## src/rtl/queen_search_ctrl.sv

```systemverilog
// Backtracking N-queens search engine that drives an external push/pop stack.
// Optional QUEEN_COUNT_ALL_EN: enumerate and count every solution instead of stopping at the first.
module queen_search_ctrl #(
  parameter int unsigned N    = 8,
  parameter int unsigned CW   = 3,
  parameter int unsigned SIZE = 6
) (
  input  logic            clk_i,
  input  logic            reset_i,
  input  logic            start_i,
  output logic            stack_push_o,
  output logic            stack_pop_o,
  output logic [SIZE-1:0] stack_data_o,
  input  logic [SIZE-1:0] stack_top_i,
  input  logic            stack_zero_i,
  output logic            busy_o,
  output logic            done_o,
  output logic            found_o,
  output logic            solution_valid_o,
  output logic [15:0]     sol_count_o
);

  localparam int unsigned RW = CW + 1;
  localparam int unsigned IW = CW + 2;
  localparam int unsigned DN = 2 * N - 1;
  localparam logic [CW:0]   LAST_R = RW'(N - 1);
  localparam logic [CW-1:0] LAST_C = CW'(N - 1);

  typedef enum logic [2:0] {
    S_IDLE, S_CLEAR, S_INIT, S_TRY, S_BACKTRACK, S_SOLVED, S_DONE
  } state_e;

  state_e        state_q, state_d;
  logic [CW:0]   r_q, r_d;
  logic [CW-1:0] c_q, c_d;
  logic [N-1:0]  col_used_q, col_used_d;
  logic [DN-1:0] d1_used_q, d1_used_d;
  logic [DN-1:0] d2_used_q, d2_used_d;
  logic          busy_q, busy_d;
  logic          done_q, done_d;
  logic          found_q, found_d;
`ifdef QUEEN_COUNT_ALL_EN
  logic [15:0]   sol_count_q, sol_count_d;
`endif

  logic [CW-1:0] top_row, top_col;
  logic [CW:0]   sel_r;
  logic [CW-1:0] sel_c;
  logic [IW-1:0] d1_idx, d2_idx;
  logic [N-1:0]  col_mask;
  logic [DN-1:0] d1_mask, d2_mask;
  logic          safe;

  assign top_row = stack_top_i[2*CW-1:CW];
  assign top_col = stack_top_i[CW-1:0];

  // Occupancy masks for the candidate square, or for the queen being popped while backtracking.
  always_comb begin
    if (state_q == S_BACKTRACK) begin
      sel_r = {1'b0, top_row};
      sel_c = top_col;
    end else begin
      sel_r = r_q;
      sel_c = c_q;
    end
    d1_idx   = IW'(sel_r) + IW'(sel_c);
    d2_idx   = IW'(sel_r) + IW'(N - 1) - IW'(sel_c);
    col_mask = N'(1) << sel_c;
    d1_mask  = DN'(1) << d1_idx;
    d2_mask  = DN'(1) << d2_idx;
    safe     = ~|(col_used_q & col_mask) & ~|(d1_used_q & d1_mask) & ~|(d2_used_q & d2_mask);
  end

  always_ff @(posedge clk_i) begin
    if (reset_i) begin
      state_q     <= S_IDLE;
      r_q         <= '0;
      c_q         <= '0;
      col_used_q  <= '0;
      d1_used_q   <= '0;
      d2_used_q   <= '0;
      busy_q      <= 1'b0;
      done_q      <= 1'b0;
      found_q     <= 1'b0;
`ifdef QUEEN_COUNT_ALL_EN
      sol_count_q <= '0;
`endif
    end else begin
      state_q     <= state_d;
      r_q         <= r_d;
      c_q         <= c_d;
      col_used_q  <= col_used_d;
      d1_used_q   <= d1_used_d;
      d2_used_q   <= d2_used_d;
      busy_q      <= busy_d;
      done_q      <= done_d;
      found_q     <= found_d;
`ifdef QUEEN_COUNT_ALL_EN
      sol_count_q <= sol_count_d;
`endif
    end
  end

  always_comb begin
    state_d      = state_q;
    r_d          = r_q;
    c_d          = c_q;
    col_used_d   = col_used_q;
    d1_used_d    = d1_used_q;
    d2_used_d    = d2_used_q;
    busy_d       = busy_q;
    done_d       = done_q;
    found_d      = found_q;
    stack_push_o = 1'b0;
    stack_pop_o  = 1'b0;
`ifdef QUEEN_COUNT_ALL_EN
    sol_count_d  = sol_count_q;
`endif
    case (state_q)
      S_IDLE: if (start_i) state_d = S_INIT;
      S_DONE: if (start_i) state_d = S_CLEAR;
      S_CLEAR: begin
        if (stack_zero_i) state_d = S_INIT;
        else stack_pop_o = 1'b1;
      end
      S_INIT: begin
        col_used_d = '0;
        d1_used_d  = '0;
        d2_used_d  = '0;
        r_d        = '0;
        c_d        = '0;
        done_d     = 1'b0;
        found_d    = 1'b0;
        busy_d     = 1'b1;
`ifdef QUEEN_COUNT_ALL_EN
        sol_count_d = '0;
`endif
        state_d    = S_TRY;
      end
      S_TRY: begin
        if (safe) begin
          stack_push_o = 1'b1;
          col_used_d   = col_used_q | col_mask;
          d1_used_d    = d1_used_q | d1_mask;
          d2_used_d    = d2_used_q | d2_mask;
          r_d          = r_q + RW'(1);
          c_d          = '0;
          state_d      = (r_q == LAST_R) ? S_SOLVED : S_TRY;
        end else if (c_q != LAST_C) begin
          c_d = c_q + CW'(1);
        end else begin
          state_d = S_BACKTRACK;
        end
      end
      S_BACKTRACK: begin
        if (stack_zero_i) begin
          state_d = S_DONE;
          done_d  = 1'b1;
          busy_d  = 1'b0;
`ifdef QUEEN_COUNT_ALL_EN
          found_d = (sol_count_q != '0);
`else
          found_d = 1'b0;
`endif
        end else begin
          // Lift the top queen and resume its row at the next column, or keep unwinding.
          stack_pop_o = 1'b1;
          col_used_d  = col_used_q & ~col_mask;
          d1_used_d   = d1_used_q & ~d1_mask;
          d2_used_d   = d2_used_q & ~d2_mask;
          r_d         = {1'b0, top_row};
          if (top_col != LAST_C) begin
            c_d     = top_col + CW'(1);
            state_d = S_TRY;
          end
        end
      end
      S_SOLVED: begin
`ifdef QUEEN_COUNT_ALL_EN
        if (sol_count_q != 16'hFFFF) sol_count_d = sol_count_q + 16'd1;
        state_d = S_BACKTRACK;
`else
        state_d = S_DONE;
        done_d  = 1'b1;
        busy_d  = 1'b0;
        found_d = 1'b1;
`endif
      end
      default: state_d = S_IDLE;
    endcase
  end

  assign stack_data_o = SIZE'({r_q[CW-1:0], c_q});
  assign busy_o       = busy_q;
  assign done_o       = done_q;
  assign found_o      = found_q;
`ifdef QUEEN_COUNT_ALL_EN
  assign solution_valid_o = (state_q == S_SOLVED);
  assign sol_count_o      = sol_count_q;
`else
  assign solution_valid_o = 1'b0;
  assign sol_count_o      = '0;
`endif

endmodule
```

## config.mk

```make
export PLATFORM = sky130hd
export DESIGN_NAME = queen_search_ctrl
export DESIGN_NICKNAME = d
export VERILOG_FILES = /design/src/rtl/queen_search_ctrl.sv
export SDC_FILE = /design/constraint.sdc
export NUM_CORES = 1
export LEC_CHECK = 0
export CORE_MARGIN = 2
export CORE_UTILIZATION = 30
export CTS_CLUSTER_DIAMETER = 80
export DETAILED_ROUTE_END_ITERATION = 7
export DONT_BUFFER_PORTS = 1
export GPL_TIMING_DRIVEN = 0
export PLACE_DENSITY = 0.47
export SETUP_SLACK_MARGIN = 0.3
export SYNTH_ARGS = -nofsm -noshare
export SYNTH_HDL_FRONTEND = slang
export SYNTH_SLANG_ARGS = --single-unit
```

## constraint.sdc

```tcl
create_clock -name clk_i -period 6.2 [get_ports clk_i]
set_input_delay 1.24 -clock clk_i [delete_from_list [all_inputs] [get_ports clk_i]]
set_output_delay 1.24 -clock clk_i [all_outputs]
set_load 0.005 [all_outputs]
```

# After elaboration in Yosys (flattened, before gate mapping)
# Cells that the tools add are included.
dict set report word_totals {
  output_inout_bits 28
  reg_bits 51
  input_bits 10
  word_cells 102
}
dict set report classes {
  n_bitwise 14
  n_mux 37
  n_reduce_logical 14
  shifts 3
  add_sub_neg 6
  n_eq_ne 19
}
# op count
set op_table {}
lappend op_table {{15-bit one-hot mux with 3 select lines} 2}
lappend op_table {{15-bit AND} 4}
lappend op_table {{15-bit two-way mux} 4}
lappend op_table {{3-bit two-way mux} 13}
lappend op_table {{15-bit NOT} 2}
lappend op_table {{15-bit OR} 2}
lappend op_table {{15-bit OR reduction} 2}
lappend op_table {{1-bit by 5-bit left shift with 15-bit output, first input constant} 2}
lappend op_table {{8-bit one-hot mux with 3 select lines} 1}
lappend op_table {{3-bit one-hot mux with 7 select lines} 1}
lappend op_table {{8-bit AND} 2}
lappend op_table {{8-bit two-way mux} 2}
lappend op_table {{4-bit two-way mux} 3}
lappend op_table {{2-bit inequality test, second input constant} 6}
lappend op_table {{3-bit inequality test, second input constant} 4}
lappend op_table {{4-bit one-hot mux with 3 select lines} 1}
lappend op_table {{3-bit == test, second input constant} 3}
lappend op_table {{1-bit one-hot mux with 3 select lines} 3}
lappend op_table {{3-bit one-hot mux with 3 select lines} 1}
lappend op_table {{8-bit NOT} 1}
lappend op_table {{8-bit OR} 1}
lappend op_table {{8-bit OR reduction} 1}
lappend op_table {{1-bit by 3-bit left shift with 8-bit output, first input constant} 1}
lappend op_table {{3-bit by 1-bit adder with 3-bit output, second input constant} 2}
lappend op_table {{19 further kinds} 29}

# Depth between registers and ports, before layout
dict set report logic_depth {
  word_depth 11
  ltp_mapped 20
}

# Least setup slack after synthesis
# No wires, ideal clock.
dict set report synth_timing {
  path_kind {in2out}
  from {input port stack_top_i[0]}
  to {output port stack_push_o}
  stages 14
  arrival_time_ns 4.331
  required_ns 4.960
  slack_ns 0.629
  cell_sequence {clkbuf_1 mux2i_1 inv_1 ha_1 inv_1 fa_1 xnor2_1 mux4_2 a32o_1 nor2b_2 and2_1 buf_4 nand2_2 inv_1}
}
dict set report synth_between {
  elab_chain_len 10
  word_cells_on_any_way 19
}
# element line_no
set synth_rtl {}
lappend synth_rtl {{start, declared} 14} ;# input logic [SIZE-1:0] stack_top_i,
lappend synth_rtl {{3-bit two-way mux *} 59} ;# if (state_q == S_BACKTRACK) begin
lappend synth_rtl {{4-bit by 3-bit adder with 5-bit output} 66} ;# d1_idx = IW'(sel_r) + IW'(sel_c);
lappend synth_rtl {{1-bit by 5-bit left shift with 15-bit output} 69} ;# d1_mask = DN'(1) << d1_idx;
lappend synth_rtl {{15-bit AND} 71} ;# safe = ~|(col_used_q & col_mask) & ~|(d1_used_q & d1_mask) & ~|(d2_used_q & d2_mask);
lappend synth_rtl {{15-bit OR reduction} 71}
lappend synth_rtl {{1-bit logical NOT} 71}
lappend synth_rtl {{1-bit AND} 71}
lappend synth_rtl {{1-bit AND *} 71}
lappend synth_rtl {{1-bit two-way mux *} 141} ;# if (safe) begin
lappend synth_rtl {{1-bit two-way mux *} 119} ;# case (state_q)
lappend synth_rtl {{end, declared} 11} ;# output logic stack_push_o,
# Mark *: on every way between the ends. The rest lies on a longest branch, timed or not.

# Worst setup path after layout
dict set report layout_timing {
  from {register state_q[1]}
  to {output port stack_push_o}
}
dict set report layout_between {
  elab_chain_len 11
  word_cells_on_any_way 23
}
# element line_no
set layout_rtl {}
lappend layout_rtl {{start, declared} 33} ;# state_e state_q, state_d;
lappend layout_rtl {{start signal, assigned} 89} ;# state_q <= state_d;
lappend layout_rtl {{3-bit == test} 59}
lappend layout_rtl {{4-bit two-way mux / 3-bit two-way mux (equally long branches)} 59}
lappend layout_rtl {{4-bit by 3-bit adder with 5-bit output, on equally long branches} {67, 66}}
lappend layout_rtl {{5-bit by 3-bit subtractor with 5-bit output / 1-bit by 5-bit left shift with 15-bit output (equally long branches)} {67, 69}}
lappend layout_rtl {{1-bit by 5-bit left shift with 15-bit output / 15-bit AND (equally long branches)} {70, 71}}
lappend layout_rtl {{15-bit AND / 15-bit OR reduction (equally long branches)} 71}
lappend layout_rtl {{15-bit OR reduction / 1-bit logical NOT (equally long branches)} 71}
lappend layout_rtl {{1-bit logical NOT / 1-bit AND (equally long branches)} 71}
lappend layout_rtl {{1-bit AND} 71}
lappend layout_rtl {{1-bit two-way mux} 141}
lappend layout_rtl {{1-bit two-way mux *} 119}
# Marked as above.

==> results.md <==
* Pre-CTS setup slack at -617 ps
* Area Growth Syn to Fin at 14.3%
* Clock power frac at 0.211
* Initial antenna violation count at 0
* Int Pwr at 0.823 mW
* Hold Slack at 465 ps
* Hold Path Depth at 2
* CTS tree: done
* Post-Place Cells at 708
* Yosys warns at 0
* Worst Reg-to-Reg Cells at 18
* Comb power frac at 0.533
* Number of global-route vias before repair at 3775
* Arr. time, crit path at 4450 ps
* Reg2Reg Capture Point: d2_used_q[8]
* Initial DRC Count at 349
* Headroom to the max-slew limit at 0.327
* Post-route DRC at 0
* Sw Pwr at 0.690 mW
* Max stage delay on crit path at 610 ps
* Final nets at 578
* Synth Cell Area at 3940 sq um
* # H-tree levels at 2
* Core Box Area at 12700 sq um
* Ys async rst share at 0
* PD cells at 336 nW/um^2
* Design area at 4510 sq um
* Starting density of the core at 0.310
* Hold_buf cts at 0
* Final Skew at 13.2 ps
* Synth Flop Type: dfxtp_1
* Die height at 119 um
* Worst-margin pin slew at 1000 ps
* Critical-path cell list: or3b_1 > buf_4 > buf_4 > nand2_2 > nand2_4 > ha_1 > buf_6 > clkinvlp_4 > fa_2 > clkbuf_4 > nand3b_1 > a211oi_1 > a22oi_1 > nand4_1 > nor4_4 > and2_4 > buf_6 > nand2_2 > inv_2
* Die area at 14100 sq um
* Clock sinks at 51
* Period utilization at 0.918
* Total Wirelength at 12.5 mm
* Largest net degree at the start of global routing at 15
* Yosys reg bits at 51
* Hold Startpoint: d2_used_q[6]
* Placed wire-length estimate at 9.15 mm
* Finished Layout Cells at 722
* CTS Buf Count at 5
* CP max stage cell: fa_2
* Total Routing Usage GR at 0.178
* Peak supply drop at 0.000112 V
* Pleak at 1.77 nW
* TritonRoute pass-1 iters at 5
* Max-cap violations at 0
* WP data required at 4960 ps
* Layout cells sized above 1 at 0.138
* Final Core Density at 0.354
* Reg-to-Reg Start: state_q[1]
* Routed via count at 3997
* Sequential share of the synthesized area at 0.259
* DR vias/cell at 5.54
* Fmax at 176 MHz
* Routed Antenna Nets at 0
* Commonest non-fill, non-tap cells in the layout: 53 x nand2_1, 49 x dfxtp_1, 42 x o21ai_0
* Mapped Avg Cell Area at 7.58 sq um
* Clock latency on the worst-skew pair at 300 ps
* Pins Over Slew Limit at 0
* Worst Setup Slack, final at 505 ps
* CTS max path bufs at 2
* Number of synthesized flops with an enable pin at 0
* GRT overflow at 0
* Per-cell routed wire length at 17.3 um
* Synth Instances at 520
* Routability congestion estimate at 0.840
* CP Class: flop to output pin
* Hold endpoint: d2_used_q[6]
* Reg clk slew, reported paths at 70 ps
* Reg power frac at 0.256
* Crit path max fanout at 10
* RSZ-0062 raised after global routing: no
* Startpoint Class: flop
* Run status: complete, no violations
* # IOs at 38
* Crit end category: output pin
* Post-route setup TNS at 0 ps
* R2R Setup Slk at 1320 ps
* Tmin final at 5690 ps
* Switching Fraction at 0.456
* Fin. Hold Viols at 0
* Clock root cell: clkbuf_16
* Die X-Extent at 119 um
* Cell row count at 41
* Placed inst area at 4220 sq um
* Total power draw at 1.51 mW
* Worst min path class: flop to flop
* Endpoints failing setup at 0
* IO buf count at 0
* Most common cell after layout, fill and taps aside: nand2_1
* Antenna diodes at 0
* First-pass GRT wire length at 20.2 mm
* Filler instances at 1392
* Synth cell types at 68
-- power groups by stage --
| stage | sequential (mW) | clock (mW) | combinational, mW |
|---|---|---|---|
| 4_1_cts | 0.387 | 0.325 | 0.757 |
| 3_5_place_dp | 0.394 | 0 | 0.741 |
| 3_3_place_gp | 0.393 | 0 | 0.742 |
| 6_report | 0.388 | 0.320 | 0.806 |
| 2_1_floorplan | 0.384 | 0 | 0.560 |
| 5_1_grt | 0.391 | 0.341 | 0.886 |
-- final cells by class --
class / count / area [sq um] / area share
clock buffer: 6 / 129 / 0.0286
sequential: 51 / 1030 / 0.228
buffer: 53 / 335 / 0.0744
tap: 172 / 215 / 0.0477
inverter: 19 / 75.1 / 0.0167
multi-input combinational: 413 / 2650 / 0.587
timing repair buffer: 7 / 52.6 / 0.0117
clock inverter: 1 / 30.0 / 0.00666
-- state kept, by name, indices dropped and copies added (netlist names) --
| name | cells |
|---|---|
| state_q | 3 |
| done_o | 1 |
| col_used_q | 8 |
| busy_o | 1 |
| d2_used_q | 15 |
| c_q | 3 |
| d1_used_q | 15 |
| r_q | 4 |
| found_o | 1 |
-- worst max path at each step --
stage | start | endpoint | slack, ps | cells past startpoint
floorplan | stack_top_i[0] | stack_push_o | 630 | 14
global placement | state_q[2] | stack_push_o | -590 | 18
detailed placement | state_q[2] | stack_push_o | -620 | 18
CTS | state_q[1] | stack_push_o | 320 | 18
global route | state_q[2] | stack_push_o | 280 | 19
finish | state_q[1] | stack_push_o | 510 | 19
-- worst max-delay path, delay by kind of cell (launching register included) --
kind            cells  cell delay, ps
flops               1             360
buf+inv             7            1090
compound gates      2             250
fa+ha+maj           2             920
simple gates        8            1510
-- synth_stat cells, types with 3 or more instances --
| master | n | share of area |
|---|---|---|
| o211ai_1 | 4 | 0.0076 |
| dfxtp_1 | 51 | 0.26 |
| and3_1 | 6 | 0.0095 |
| o21ai_0 | 43 | 0.055 |
| nor4_1 | 6 | 0.0095 |
| mux2i_1 | 9 | 0.023 |
| nor2_1 | 33 | 0.031 |
| nand4_1 | 5 | 0.0079 |
| a211oi_1 | 8 | 0.015 |
| nand3_1 | 15 | 0.019 |
| inv_1 | 19 | 0.018 |
| o22a_1 | 12 | 0.027 |
| ha_1 | 16 | 0.051 |
| nor2b_1 | 9 | 0.014 |
| a21oi_1 | 40 | 0.051 |
| o22ai_1 | 4 | 0.0063 |
| nor3b_1 | 8 | 0.015 |
| or3_1 | 3 | 0.0048 |
| xnor2_1 | 3 | 0.0067 |
| mux2_2 | 3 | 0.0086 |
| buf_6 | 3 | 0.0086 |
| o21ai_1 | 21 | 0.027 |
| clkbuf_1 | 24 | 0.023 |
| a31oi_1 | 14 | 0.022 |
| nand3b_1 | 7 | 0.013 |
| a22oi_1 | 4 | 0.0076 |
| buf_4 | 22 | 0.042 |
| nand2b_1 | 4 | 0.0063 |
| a32o_1 | 3 | 0.0076 |
| nor3_1 | 14 | 0.018 |
| nand2_1 | 55 | 0.052 |
-- timing repair --
item	in CTS	in global routing
setup endpoints to repair	23	1
pin swaps	2	4
resized for setup	12	23
gates cloned	0	0
setup buffers	2	5
-- metal layers --
metal / global-route usage / part of all wire / wire, um
met1: 0.247 / 0.48 / 5980
met3: 0.0290 / 0.052 / 654
met2: 0.276 / 0.45 / 5570
met5: 0 / 0 / 0
met4: 0.0640 / 0.025 / 312
-- logic make-up after synthesis --
group                    synth area share
other                            0.000951
adder cells (fa/ha/maj)            0.0609
AO/OA/AOI/OAI                       0.293
multiplexers                       0.0428
flip-flops                          0.259
XOR/XNOR                          0.00888
AND/OR/NAND/NOR                     0.239
buffers and inverters              0.0958
No activity file was read; power rests on OpenSTA's default activity.
